<file path="src/rtl/seg_scan_master.sv">
// seg_scan_master: scans four hex screens and a 4x4 key matrix through an SPI-style decoder,
// one 8-bit frame per digit/key position, 16 frames per full key sweep.
module seg_scan_master #(
    parameter int CLK_DIV     = 2,
    parameter int HOLD_CYCLES = 64,
    parameter int SAMPLE_AT   = 8
) (
    input  logic        clk,
    input  logic        rst,
    input  logic        run,
    input  logic [15:0] digits,
    input  logic        miso,
    output logic        sck,
    output logic        mosi,
    output logic        en,
    output logic        spi_reset_n,
    output logic [15:0] key_state,
    output logic        key_valid
);
    localparam int DW = $clog2(CLK_DIV + 1);
    localparam int HW = $clog2(HOLD_CYCLES);
    typedef enum logic [1:0] {IDLE, SHIFT, TAIL, HOLD} state_t;
    state_t state;
    logic [3:0] f, fn;
    logic [DW-1:0] dv;
    logic [2:0] bits;
    logic [HW-1:0] hc;
    logic [7:0] sh, frame_byte;
    logic m1, m2, div_end, hold_end, go;
    always_comb begin
        div_end = dv == DW'(CLK_DIV - 1);
        hold_end = hc == HW'(HOLD_CYCLES - 1);
        fn = state == HOLD ? f + 4'd1 : f;
        go = run && (state == IDLE || (state == HOLD && hold_end));
        frame_byte = {fn, digits[{fn[1:0], 2'b00} +: 4]};
    end
    always_ff @(posedge clk) begin
        if (rst) begin
            state <= IDLE;
            f <= '0;
            dv <= '0;
            bits <= '0;
            hc <= '0;
            sh <= '0;
            sck <= 1'b0;
            mosi <= 1'b0;
            en <= 1'b0;
            spi_reset_n <= 1'b0;
            key_state <= '0;
            key_valid <= 1'b0;
            m1 <= 1'b0;
            m2 <= 1'b0;
        end else begin
            m1 <= miso;
            m2 <= m1;
            spi_reset_n <= 1'b1;
            key_valid <= 1'b0;
            dv <= div_end ? '0 : dv + 1'b1;
            case (state)
                SHIFT: if (div_end) begin
                    sck <= ~sck;
                    // data only moves on the falling edge so it is stable for the decoder's rising edge
                    if (sck) begin
                        sh <= sh << 1;
                        mosi <= sh[6];
                        bits <= bits + 3'd1;
                        if (bits == 3'd7) state <= TAIL;
                    end
                end
                TAIL: if (div_end) begin
                    en <= 1'b0;
                    hc <= '0;
                    state <= HOLD;
                end
                HOLD: begin
                    hc <= hc + 1'b1;
                    if (hc == HW'(SAMPLE_AT)) key_state[f] <= ~m2;
                    if (hc == HW'(HOLD_CYCLES - 2) && f == 4'hF) key_valid <= 1'b1;
                    if (hold_end) begin
                        f <= f + 4'd1;
                        state <= IDLE;
                    end
                end
                default: ;
            endcase
            if (go) begin
                state <= SHIFT;
                en <= 1'b1;
                sck <= 1'b0;
                dv <= '0;
                bits <= '0;
                sh <= frame_byte;
                mosi <= frame_byte[7];
            end
        end
    end
endmodule

</file>
<file path="config.mk">
export PLATFORM = sky130hd
export DESIGN_NAME = seg_scan_master
export DESIGN_NICKNAME = d
export VERILOG_FILES = /design/src/rtl/seg_scan_master.sv
export SDC_FILE = /design/constraint.sdc
export NUM_CORES = 1
export LEC_CHECK = 0
export CAP_MARGIN = 10
export CELL_PAD_IN_SITES_DETAIL_PLACEMENT = 0
export CELL_PAD_IN_SITES_GLOBAL_PLACEMENT = 1
export CORE_ASPECT_RATIO = 0.7
export CORE_UTILIZATION = 40
export CTS_CLUSTER_DIAMETER = 40
export DETAILED_ROUTE_END_ITERATION = 10
export GPL_TIMING_DRIVEN = 0
export HOLD_SLACK_MARGIN = 0.15
export PLACE_DENSITY_LB_ADDON = 0.1
export SLEW_MARGIN = 5
export SYNTH_ARGS = -nofsm -noshare
export SYNTH_HDL_FRONTEND = slang
export SYNTH_SLANG_ARGS = --single-unit
</file>
<file path="constraint.sdc">
create_clock -name clk -period 2.15 [get_ports clk]
set_input_delay 0.3225 -clock clk [delete_from_list [all_inputs] [get_ports clk]]
set_output_delay 0.3225 -clock clk [all_outputs]
set_load 0.005 [all_outputs]
</file>
==> key figures, run 1 <==
CTS
  • Clock Path Buffers: 2
  • Post-cts repair resize count: 0
  • Hold buffers post-CTS: 0
  • Post-CTS Setup Repair Bufs: 0
  • CTS tree: yes
  • # clock sinks: 47
  • CTS clk-pin slew, worst paths: 0.08 ns
  • Root Driver: clkbuf_8
  • H-tree depth: 2
  • Num CTS Buffers: 5
  • Worst skew pair latency: 0.29 ns

Yosys
  • Largest cells by area after synthesis: dfxtp_1 40%, mux2i_1 8.0%, ha_1 7.9%, a311oi_1 5.9%, a21oi_1 5.3%
  • Top cell type by total area after synthesis: dfxtp_1
  • Count leader, synth: dfxtp_1
  • #FFs+latches synth: 47
  • Seq/Total Area, Yosys: 0.398
  • Synth Warn #: 0
  • Syn avg cell area: 9.49 µm²
  • Asr flop ratio synth: 0
  • Syn Std Cell Area: 2360 µm²
  • Post-synthesis instance total: 249
  • Post-synth top flop: dfxtp_1
  • Top cells by count, synth: 47 x dfxtp_1, 25 x a21oi_1, 20 x nor2_1
  • Top cell type's share of synthesized area: 0.398
  • Post-Syn Nets: 284
  • Netlist cell types: 40
  • Number of enable flip-flop cells after synthesis: 0

Floorplanning
  • Row cnt: 23
  • Die area: 6220 µm²
  • Core area: 5700 µm²
  • Initial core utilization: 0.415
  • Die H: 66.3 µm
  • Die Wd: 93.9 µm
  • # IOs: 41

Route
  • Via density per instance: 5.18
  • Top sig layer: met4
  • TritonRoute pass-1 iters: 4
  • Met2 routed WL: 2090 µm
  • Via count: 1918
  • Drt total wl: 5070 µm
  • First-iteration detailed-routing DRC count: 72
  • DRT antenna net count: 0
  • WL met1: 2730 µm
  • Metal3 WL: 216 µm
  • Drt wl/cell: 13.7 µm
  • Remaining DRCs: 0

Power and ir drop
  • Leakage power total: 1.18 nW
  • Clk pwr share: 0.328
  • Internal power: 0.00142 W
  • Peak supply drop: 0.000283 V
  • Sequential share of power: 0.495
  • PwrDens: 652 nW/µm²
  • NetSw: 0.000502 W
  • Logic pwr share: 0.177
  • Net Sw Frac: 0.261

Timing
  • Final period util: 0.900
  • Fin. Hold Viols: 0
  • Setup TNS: 0 ns
  • Min cycle time layout: 1.94 ns
  • Final Skew: 0.00434 ns
  • Fin worst setup slack: 0.215 ns
  • Final setup violation count: 0
  • Fmax: 517 MHz
  • Pins over their slew limit: 0
  • Slew @ Worst Pin: 0.630 ns
  • Hold_ws: 0.401 ns
  • Relative slew slack: 0.568
  • RSZ-0062 raised after global routing: no

Cells and area
  • Final nets: 330
  • Final Instance Area: 2950 µm²
  • Layout Area Growth over Synthesis: 24.8%
  • Final std cells w/o fill: 370
  • Ant. Diodes: 0
  • Fillers: 549
  • Share of layout cells above drive strength 1: 0.0780

Critical path
  • Path type of the worst setup path: register to register
  • CP Data Required Time: 2.36 ns
  • Startpoint class of the critical path: register
  • Worst R2R Setup Slack: 0.21 ns
  • CP arrival: 2.15 ns
  • Worst Path Max Fanout: 5
  • Endpoint type of the worst setup path: register

GRT
  • Largest net degree at the start of global routing: 14
  • Number of global-route vias before repair: 1756
  • Initial antenna violation count: 0
  • Overall routing resource usage: 0.181
  • First-pass GRT wire length: 8660 µm
  • Grt ovf: 0

Placed design
  • GP Congestion: 0.760
  • Placed Instance Area: 2850 µm²
  • Port buffer count: 39
  • HPWL Detailed: 3770 µm
  • DP Worst Slack: 0.164 ns
  • Cell count after placement: 363

Run status
  • Status: finished, final reports clean

Flow run
  • Max-cap violations: 0

Min path
  • Worst hold path type: input port to register
[through the flow]
| step | util | total power [W] |
|---|---|---|
| floorplan | - | 0.00120 |
| global placement | 0.500 | 0.00131 |
| detailed placement | 0.500 | 0.00131 |
| CTS | 0.518 | 0.00194 |
| global route | 0.518 | 0.00202 |
| finish | 0.518 | 0.00192 |
[worst max-delay path: stages (launching register included)]
cell and delay (ns):
dfxtp_1 0.38, buf_6 0.16, inv_1 0.06, ha_1 0.32
mux2i_2 0.42, mux2_4 0.36, o31ai_4 0.16
[per-layer routing]
layer / track usage / vias up
met4: 0.0404 / 0
met5: 0 / -
met1: 0.272 / 889
met2: 0.260 / 39
li1: - / 988
met3: 0.0379 / 2
[kinds of logic (layout without fill, tap and decap cells)]
group | after synthesis | after routing | synth area share
buffers and inverters | 31 | 77 | 0.0593
adder cells (fa/ha/maj) | 15 | 15 | 0.0794
XOR/XNOR | 11 | 11 | 0.0487
multiplexers | 23 | 23 | 0.102
AND/OR/NAND/NOR | 63 | 63 | 0.134
flip-flops | 47 | 47 | 0.398
AO/OA/AOI/OAI | 59 | 59 | 0.178
[area by class of cell]
| cell class | count | area, µm² | area share |
|---|---|---|---|
| Clock buffer | 6 | 72.6 | 0.0246 |
| Sequential cell | 47 | 941 | 0.319 |
| Inverter | 11 | 41.3 | 0.0140 |
| Multi-Input combinational cell | 171 | 1280 | 0.435 |
| Buffer | 20 | 98.8 | 0.0335 |
| Tap cell | 75 | 93.8 | 0.0318 |
| Timing Repair Buffer | 39 | 390 | 0.132 |
| Clock inverter | 1 | 30.0 | 0.0102 |
[sequential cells by signal, indices dropped and copies added, names as in the netlist]
name         cells
hc               6
state            2
en               1
m1               1
sh               7
mosi             1
f                4
key_valid        1
spi_reset_n      1
dv               2
sck              1
key_state       16
m2               1
bits             3
[final timing paths]
| kind | depth (start not counted) | startpoint | to |
|---|---|---|---|
| max | 6 | f[0]$_SDFFE_PP0P_ | sh[0]$_SDFFE_PP0P_ |
| min | 2 | rst | m2$_SDFF_PP0_ |
| max reg2reg | 6 | f[0]$_SDFFE_PP0P_ | sh[0]$_SDFFE_PP0P_ |
| min reg2reg | 1 | dv[0]$_SDFF_PP0_ | dv[0]$_SDFF_PP0_ |
[layout by cell type (no fill, tap or decap), types with 2 or more instances in the layout]
cell / synthesis / final
xnor2_1: 7 / 7
a21oi_1: 25 / 25
nand4_1: 3 / 3
a32o_1: 2 / 2
a311oi_1: 16 / 16
xor2_1: 3 / 3
inv_1: 11 / 11
clkdlybuf4s50_1: 0 / 39
buf_1: 2 / 2
clkbuf_8: 0 / 5
mux2_2: 2 / 2
nand2_1: 9 / 9
a211oi_1: 4 / 4
nor3_1: 6 / 6
mux2i_1: 19 / 19
and4_1: 2 / 2
and3_1: 5 / 5
clkbuf_1: 8 / 9
nand3_1: 6 / 6
o21a_1: 3 / 3
and2_1: 3 / 3
or3_1: 2 / 2
nor2_1: 20 / 20
nor2b_1: 4 / 4
o21ai_0: 3 / 3
buf_2: 7 / 7
buf_4: 2 / 2
ha_1: 15 / 15
dfxtp_1: 47 / 47
[power groups by stage]
| stage | logic, W | registers, W | clock network [W] |
|---|---|---|---|
| after detailed placement | 0.000339 | 0.000971 | 0 |
| final | 0.000340 | 0.000951 | 0.000631 |
| after global placement | 0.000338 | 0.000971 | 0 |
| after floorplan | 0.000233 | 0.000963 | 0 |
| after global routing | 0.000385 | 0.000957 | 0.000677 |
| after CTS | 0.000341 | 0.000951 | 0.000644 |
(Power assumes the default switching activity.)
==> inputs of run 2 (changes only) <==
- GPL_ROUTABILITY_DRIVEN: default -> 1
- HOLD_SLACK_MARGIN: 0.15 -> default
==> results of run 2 <==
Same layout as run 1: the final DEF is identical, and so are final timing and power.
